`src/rtl/stopwatch_pkg.sv`:
```
// Shared types and helpers for the BCD up/down stopwatch.
// Holds the control FSM encoding, BCD digit constants and the digit clamp.
package stopwatch_pkg;

    localparam int unsigned BCD_W = 4;
    localparam logic [BCD_W-1:0] BCD_MAX = 4'd9;

    typedef enum logic [1:0] {
        StStop  = 2'd0,
        StRun   = 2'd1,
        StClear = 2'd2
    } state_e;

    function automatic logic [BCD_W-1:0] bcd_clamp(input logic [BCD_W-1:0] digit);
        return (digit > BCD_MAX) ? BCD_MAX : digit;
    endfunction

endpackage

```
`src/rtl/tick_gen.sv`:
```
// Prescaler: counts 0..DIV-1 while enabled and holds while disabled.
// o_tick is combinational, high during the cycle whose edge wraps the count.
module tick_gen #(
    parameter int unsigned DIV = 10
) (
    input  logic clk,
    input  logic reset,
    input  logic en,
    input  logic clr,
    output logic o_tick
);

    localparam int unsigned CntW = (DIV > 2) ? $clog2(DIV) : 1;
    localparam logic [CntW-1:0] CntMax = CntW'(DIV - 1);

    logic [CntW-1:0] cnt_q, cnt_d;
    logic            wrap;

    assign wrap   = en && !clr && (cnt_q == CntMax);
    assign o_tick = wrap;

    always_comb begin
        cnt_d = cnt_q;
        if (clr) begin
            cnt_d = '0;
        end else if (en) begin
            cnt_d = wrap ? '0 : cnt_q + 1'b1;
        end
    end

    always_ff @(posedge clk or posedge reset) begin
        if (reset) begin
            cnt_q <= '0;
        end else begin
            cnt_q <= cnt_d;
        end
    end

endmodule

```
`src/rtl/bcd_updown_stopwatch.sv`:
```
// Multi-digit BCD up/down counter with prescaler and run/stop/clear control.
// Wraps or saturates at the terminal value; preload is accepted only while stopped.
module bcd_updown_stopwatch
    import stopwatch_pkg::*;
#(
    parameter int unsigned CLK_HZ     = 100_000_000,
    parameter int unsigned TICK_HZ    = 10,
    parameter int unsigned NUM_DIGITS = 4,
    parameter bit          WRAP       = 1'b1
) (
    input  logic                          clk,
    input  logic                          reset,
    input  logic                          i_run,
    input  logic                          i_clear,
    input  logic                          i_dir,
    input  logic                          i_load,
    input  logic [BCD_W*NUM_DIGITS-1:0]   i_load_val,
    output logic [BCD_W*NUM_DIGITS-1:0]   o_bcd,
    output logic                          o_tick,
    output logic                          o_carry,
    output logic                          o_running,
    output logic [1:0]                    o_state
);

    localparam int unsigned DIV = CLK_HZ / TICK_HZ;
    localparam int unsigned W   = BCD_W * NUM_DIGITS;

    if (DIV < 2) begin : g_bad_div
        $error("bcd_updown_stopwatch: CLK_HZ/TICK_HZ must be at least 2");
    end
    if (NUM_DIGITS < 1 || NUM_DIGITS > 8) begin : g_bad_digits
        $error("bcd_updown_stopwatch: NUM_DIGITS must be within 1..8");
    end

    state_e                state_q;
    logic                  running_q;
    logic [W-1:0]          bcd_q;
    logic                  tick_q;
    logic                  carry_q;

    logic                  clr;
    logic                  tick_now;
    logic                  terminal;
    logic [W-1:0]          next_cnt;
    logic [W-1:0]          load_clamped;
    logic [NUM_DIGITS-1:0] is9;
    logic [NUM_DIGITS-1:0] is0;
    logic [NUM_DIGITS-1:0] carry;

    // Clearing starts on the edge that enters CLEAR, so a clear request wins over load.
    assign clr = i_clear || (state_q == StClear);

    tick_gen #(
        .DIV (DIV)
    ) u_tick_gen (
        .clk    (clk),
        .reset  (reset),
        .en     (state_q == StRun),
        .clr    (clr),
        .o_tick (tick_now)
    );

    for (genvar g = 0; g < NUM_DIGITS; g++) begin : g_digit
        localparam logic [NUM_DIGITS-1:0] LowMask = NUM_DIGITS'((1 << g) - 1);

        logic [BCD_W-1:0] d;
        logic             cin;

        assign d      = bcd_q[g*BCD_W +: BCD_W];
        assign is9[g] = (d == BCD_MAX);
        assign is0[g] = (d == '0);

        // Carry/borrow into this digit: every lower digit sits at its terminal value.
        assign cin      = i_dir ? &(is0 | ~LowMask) : &(is9 | ~LowMask);
        assign carry[g] = cin & (i_dir ? is0[g] : is9[g]);

        assign next_cnt[g*BCD_W +: BCD_W] =
            !cin  ? d :
            i_dir ? (is0[g] ? BCD_MAX : d - 4'd1) :
                    (is9[g] ? 4'd0    : d + 4'd1);

        assign load_clamped[g*BCD_W +: BCD_W] = bcd_clamp(i_load_val[g*BCD_W +: BCD_W]);
    end

    // The top carry can only be set when every lower carry is, so AND-ing them is exact.
    assign terminal = &carry;

    always_ff @(posedge clk or posedge reset) begin
        if (reset) begin
            state_q   <= StStop;
            running_q <= 1'b0;
        end else if (i_clear) begin
            state_q   <= StClear;
            running_q <= 1'b0;
        end else begin
            case (state_q)
                StStop: begin
                    state_q   <= i_run ? StRun : StStop;
                    running_q <= i_run;
                end
                StRun: begin
                    state_q   <= i_run ? StRun : StStop;
                    running_q <= i_run;
                end
                default: begin
                    state_q   <= StStop;
                    running_q <= 1'b0;
                end
            endcase
        end
    end

    always_ff @(posedge clk or posedge reset) begin
        if (reset) begin
            bcd_q   <= '0;
            tick_q  <= 1'b0;
            carry_q <= 1'b0;
        end else if (clr) begin
            bcd_q   <= '0;
            tick_q  <= 1'b0;
            carry_q <= 1'b0;
        end else begin
            tick_q  <= tick_now;
            carry_q <= tick_now & terminal;
            if (state_q == StStop && i_load) begin
                bcd_q <= load_clamped;
            end else if (tick_now && (WRAP || !terminal)) begin
                bcd_q <= next_cnt;
            end
        end
    end

    assign o_bcd     = bcd_q;
    assign o_tick    = tick_q;
    assign o_carry   = carry_q;
    assign o_running = running_q;
    assign o_state   = state_q;

endmodule

```
`config.mk`:
```
export PLATFORM = sky130hd
export DESIGN_NAME = bcd_updown_stopwatch
export DESIGN_NICKNAME = d
export VERILOG_FILES = /design/src/rtl/stopwatch_pkg.sv /design/src/rtl/tick_gen.sv /design/src/rtl/bcd_updown_stopwatch.sv
export SDC_FILE = /design/constraint.sdc
export NUM_CORES = 1
export LEC_CHECK = 0
export CORE_ASPECT_RATIO = 2
export CORE_MARGIN = 2
export CORE_UTILIZATION = 60
export DETAILED_ROUTE_END_ITERATION = 10
export GPL_TIMING_DRIVEN = 0
export HOLD_SLACK_MARGIN = 0.15
export PLACE_DENSITY = 0.94
export SLEW_MARGIN = 40
export SYNTH_ARGS = -nofsm -noshare
export SYNTH_HDL_FRONTEND = slang
export SYNTH_SLANG_ARGS = --single-unit
```
`constraint.sdc`:
```
create_clock -name clk -period 3.35 [get_ports clk]
set_clock_uncertainty 0.05 [all_clocks]
set_input_delay 0.67 -clock clk [delete_from_list [all_inputs] [get_ports clk]]
set_output_delay 0.67 -clock clk [all_outputs]
set_load 0.02 [all_outputs]
```
[After elaboration in Yosys (flattened, before gate mapping)]
Cells that the tools add are included.
Storage, ports and cells
  register bits after elaboration: 45
  input port bits: 22
  output and inout port bits: 21
  word-level logic and storage cells: 95
Operators by class
  $add $sub $neg: 9
  magnitude comparators: 4
  equality and inequality tests: 7
  multiplexer cells: 38
  bitwise operators: 4
  reductions and logical operators: 24
Operators by type and width (count)
  $mux 4: 19
  $mux 24: 3
  $mux 16: 3
  $add 24x1->24 const B: 1
  $eq 24x24->1 const B: 1
  $add 4x1->4 const B: 4
  $eq 4x4->1 const B: 4
  $gt 4x4->1 const B: 4
  $logic_not 4->1: 4
  $sub 4x1->4 const B: 4
  $reduce_bool 3->1: 4
  $mux 1: 11
  $reduce_and 2->1: 5
  $reduce_and 3->1: 2
  $and 1x1->1: 4
  $mux 2: 2
  $reduce_and 4->1: 1
  $logic_and 1x1->1: 3
  $eq 2x1->1 const B: 1
  $eq 2x2->1 const B: 1
  $logic_not 2->1: 1
  $reduce_bool 2->1: 1
  $reduce_or 2->1: 1
  $logic_not 1->1: 1
  $logic_or 1x1->1: 1

[Logic depth before layout (Yosys ltp)]
  word-level depth: 8
  gate-level depth with buffers: 8

[Modules after synthesis]
A second synthesis with hierarchy kept.
Unflattened totals
  cells, all modules: 375
  area total of the unflattened synthesis: 3164.3 um^2
Modules (own cells, without submodules)
  bcd_updown_stopwatch: times used 1, cells an instance 211, area each 1715.4 um^2, sequential area each 500.5 um^2
  tick_gen: times used 1, cells an instance 164, area each 1448.9 um^2, sequential area each 600.6 um^2

[Least setup slack after synthesis]
OpenSTA, ideal clock, no wires.
  path type: reg2reg
  start point: register u_tick_gen.cnt_q[0]
  end point: register bcd_q[7] (netlist: o_bcd[7])
  library setup time: 125 ps
  data arrival time: 2087 ps
  data required time: 3175 ps
  path slack: 1088 ps
  stages on the path, launching flop included: 8
  buffers on the path: 1
  path through: dfrtp_1 ha_1 nand3_1 or4_4 or2_1 buf_6 o21ai_4 mux2_4
Between the ends
  word-level cells in the longest chain between the ends: 4
RTL lines
  from (decl): line tick_gen.sv:16  | logic [CntW-1:0] cnt_q, cnt_d;
  from (signal assigned): line tick_gen.sv:35  | cnt_q <= cnt_d;
  $eq 24x24->1: line tick_gen.sv:19  | assign wrap = en && !clr && (cnt_q == CntMax);
  $logic_and 1x1->1: line tick_gen.sv:19
  $reduce_bool 3->1 (no line)
  $reduce_and 2->1 (no line)
  to (signal assigned): line bcd_updown_stopwatch.sv:126  | bcd_q <= load_clamped;
  to (signal assigned): line bcd_updown_stopwatch.sv:128  | bcd_q <= next_cnt;
  to (decl): line bcd_updown_stopwatch.sv:37  | logic [W-1:0] bcd_q;
No other way between the ends.
A chain may end at the register's enable or synchronous reset.

[Final worst setup path]
  start point: input i_load
  end point: register bcd_q[8] (netlist: o_bcd[8])
Between the ends
  word-level cells in the longest chain between the ends: 3
RTL lines
  from (decl): line bcd_updown_stopwatch.sv:16  | input logic i_load,
  $logic_and 1x1->1 (*): line bcd_updown_stopwatch.sv:125  | if (state_q == StStop && i_load) begin
  $reduce_bool 3->1 (no line) or $mux 16 (tied branches)
  $reduce_and 2->1 (no line) or $mux 16 (tied branches)
Every way passes the cells marked *; elsewhere a longest branch is shown, timed or not.

==> impl_metrics.env <==
export IMPL_status="completed"
export IMPL_cts_resized_gates=0
export IMPL_synth_seq_cells=44
export IMPL_row_count=38
export IMPL_io_pins=43
export IMPL_avgSynthCellArea_um2=8.587
export IMPL_fin_nets=465
export IMPL_crit_family="buffers and inverters"
export IMPL_p_leak_nw=1.516
export IMPL_synth_area_leaders="dfrtp_1 (34%), ha_1 (5.4%), nor2_1 (4.1%)"
export IMPL_synth_most_common_cell="dfrtp_1"
export IMPL_synthXorXnorAreaFrac_pct=5.100
export IMPL_core_area_um2=5325
export IMPL_cts_root_buf="clkbuf_8"
export IMPL_die_area_um2=6080
export IMPL_routedWlPerCell_um=16.71
export IMPL_ys_types=62
export IMPL_port_buffer_count=42
export IMPL_htreeDepth=2
export IMPL_use_met3_pct=3.349
export IMPL_synth_top_family_by_area="simple AND/OR/NAND/NOR gates"
export IMPL_numCtsBuffers=5
export IMPL_power_density_nw_per_um2=338.6
export IMPL_arrival_ns=2.91
export IMPL_timing_fmax_ghz=0.3631
export IMPL_async_flop_share_pct=100.0
export IMPL_die_width_um=56.15
export IMPL_synthMuxAreaShare_pct=5.867
export IMPL_synth_top_area_share_pct=33.74
export IMPL_fillers=378
export IMPL_cts_sinks=44
export IMPL_antenna_cells=0
export IMPL_synth_common_cells="dfrtp_1 (44), nor2_1 (36), nand2_1 (26)"
export IMPL_crit_type="primary input to flop"
export IMPL_antenna_found_initial=0
export IMPL_synth_simple_area_share_pct=29.37
export IMPL_use_met2_pct=49.50
export IMPL_cts_buffer_depth=2
export IMPL_busiest_layer="met2"
export IMPL_netlist_area_um2=3263
export IMPL_critPathMaxFanout=10
export IMPL_cp_slowest_cell="nor3b_1"
export IMPL_synth_compound_area_share_pct=16.07
export IMPL_slew_headroom_pct=48.67
export IMPL_drive_gt1_share_pct=7.674
export IMPL_synthFlopType="dfrtp_1"
export IMPL_ir_worst_vdd_mv=0.3572
export IMPL_setup_tns_ns=0
export IMPL_drt_iter0_markers=177
export IMPL_worst_r2r_cell_count=6
export IMPL_grt_use_total_pct=28.76
export IMPL_grt_pass1_wl_um=14060
export IMPL_initial_core_util_pct=61.28
export IMPL_max_slew_worst_pin_slew_ns=0.7683
export IMPL_clkLatencyLatePin_ns=0.32
export IMPL_synth_edff_count=0
export IMPL_fin_crit_ns=2.754
export IMPL_slew_viol_final=0
export IMPL_syn_nets=416
export IMPL_critPathBufInv=2
export IMPL_critical_path_max_stage_delay_ns=0.64
export IMPL_grt_pass1_vias=3133
export IMPL_dieHeight_um=108.3
export IMPL_hp_class="flop to flop"
export IMPL_use_met1_pct=36.62
export IMPL_hold_end="u_tick_gen.cnt_q[23]"
export IMPL_rsz0062_at_grt="false"
export IMPL_hold_viol_final=0
export IMPL_hold_ws_ns=0.4620
export IMPL_syn_inst=380
export IMPL_cts_clk_slew_worst_paths_ns=0.09
export IMPL_timing_rr_end="u_tick_gen.cnt_q[11]"
export IMPL_via_per_inst=6.516
export IMPL_critPathRequiredTime_ns=3.50
export IMPL_gp_congestion=0.8970
export IMPL_hold_depth=1
export IMPL_maxCapViolations=0
export IMPL_yosysWarnings=0
export IMPL_grt_max_degree=45
export IMPL_reg2reg_from="u_tick_gen.cnt_q[0]"
export IMPL_yosysSeqAreaShare_pct=33.74
export IMPL_synth_top_area_cell="dfrtp_1"
export IMPL_r2r_slack_ns=0.85
export IMPL_antenna_left=0
export IMPL_area_growth_pct=18.98
export IMPL_holdBufCountCts=0
export IMPL_min_from="u_tick_gen.cnt_q[23]"
export IMPL_setup_violations=0
export IMPL_overflow=0
export IMPL_synthAdderAreaFrac_pct=5.368
export IMPL_path_cells="clkdlybuf4s50_1, nor3b_1, clkbuf_1, nand2_1, o32ai_1, nor2_1, mux2_2"
export IMPL_cp_end_kind="flop"
export IMPL_cts_tree="built"
export IMPL_drc=0
export IMPL_start_kind="primary input"
export IMPL_drt_wl_total_um=8188
export IMPL_hpwlAfterDp_um=5848
export IMPL_vias=3193
export IMPL_drt_pass1_iter_count=4
export IMPL_post_cts_repair_setup_buffers=0
export IMPL_min_period_over_period_pct=82.22
-- cell usage in the layout, fill, tap and decap left out, types with 3 or more instances in the layout --
master / n
a211oi_1: 3
o211ai_1: 3
nor2b_1: 6
nand2b_1: 4
clkdlybuf4s50_1: 42
dfrtp_1: 44
mux2_2: 7
ha_1: 14
or3_1: 3
nand3b_1: 12
nor2_1: 36
nand3_1: 20
xor2_1: 7
clkbuf_8: 6
nand2_1: 26
nor3b_1: 7
a21oi_1: 16
xnor2_1: 12
nor3_1: 8
nand4_1: 11
a31oi_1: 7
mux2i_1: 6
a41oi_1: 3
inv_1: 16
and3_1: 6
nor4b_1: 4
o31ai_1: 3
o21ai_0: 24
nor4_1: 12
clkbuf_1: 15
-- power by group --
part | switching [W] | internal [W] | total, W | leakage, nW
sequential | 0.0000227 | 0.000545 | 0.000568 | 0.605
combinational | 0.000167 | 0.000132 | 0.000299 | 0.850
clock | 0.000204 | 0.000244 | 0.000448 | 0.0614
total | 0.000394 | 0.000921 | 0.00131 | 1.52
-- per-stage QoR --
| step | setup WS [ns] | total power [W] | area, µm² | std cells | utilization, % |
|---|---|---|---|---|---|
| after floorplan | 1.088 | 0.0007643 | 3263 | 380 | - |
| after global placement | 0.3333 | 0.0008636 | 3759 | 482 | 70.58 |
| after detailed placement | 0.2724 | 0.0008709 | 3761 | 482 | 70.63 |
| after CTS | 0.6101 | 0.001314 | 3882 | 490 | 72.91 |
| after global routing | 0.4715 | 0.001367 | 3882 | 490 | 72.91 |
| final | 0.5956 | 0.001314 | 3882 | 490 | 72.91 |
-- cell families after synthesis --
family / count (synthesis)
xor+xnor: 19
buf+inv: 36
mux: 16
fa+ha+maj: 14
compound gates: 79
flops: 44
simple gates: 172
-- worst max-delay path by stage --
| stage | startpoint | cells past startpoint | to | slack (ns) |
|---|---|---|---|---|
| after CTS | i_load | 7 | o_bcd[8] | 0.61 |
| final | i_load | 7 | o_bcd[8] | 0.60 |
| after detailed placement | i_load | 7 | o_bcd[8] | 0.27 |
| after floorplan | u_tick_gen.cnt_q[0] | 7 | o_bcd[7] | 1.09 |
| after global placement | i_load | 7 | o_bcd[8] | 0.33 |
| after global routing | i_load | 7 | o_bcd[8] | 0.47 |
-- area by class of cell --
type | instances | area (µm²) | share of cell area (%)
clock inverters | 2 | 38.79 | 0.9990
well taps | 60 | 75.07 | 1.934
flip-flops and latches | 44 | 1101 | 28.36
repair buffers | 42 | 420.4 | 10.83
inverters | 18 | 70.07 | 1.805
clock buffers | 6 | 82.58 | 2.127
multi-input cells | 300 | 2016 | 51.92
plain buffers | 18 | 78.83 | 2.030
-- sequential cells by signal, summed over array words and instances (netlist names) --
register / cells
o_state: 2
u_tick_gen.cnt_q: 24
o_tick: 1
o_bcd: 16
o_carry: 1
-- worst register-to-register path, stage by stage (launching register included) --
cell      delay [ns]
dfrtp_1         0.38
ha_1            0.23
nand3_1         0.18
or4_4           0.56
o21ai_2         0.46
clkbuf_1        0.41
nor2_1          0.10
-- metal layers --
| metal | share of wire, % | wire length, µm |
|---|---|---|
| met5 | 0 | 0 |
| met4 | 1.6 | 132 |
| met1 | 41 | 3325 |
| met2 | 49 | 4050 |
| met3 | 8.3 | 679 |
Power figures use the tool's default switching activity.
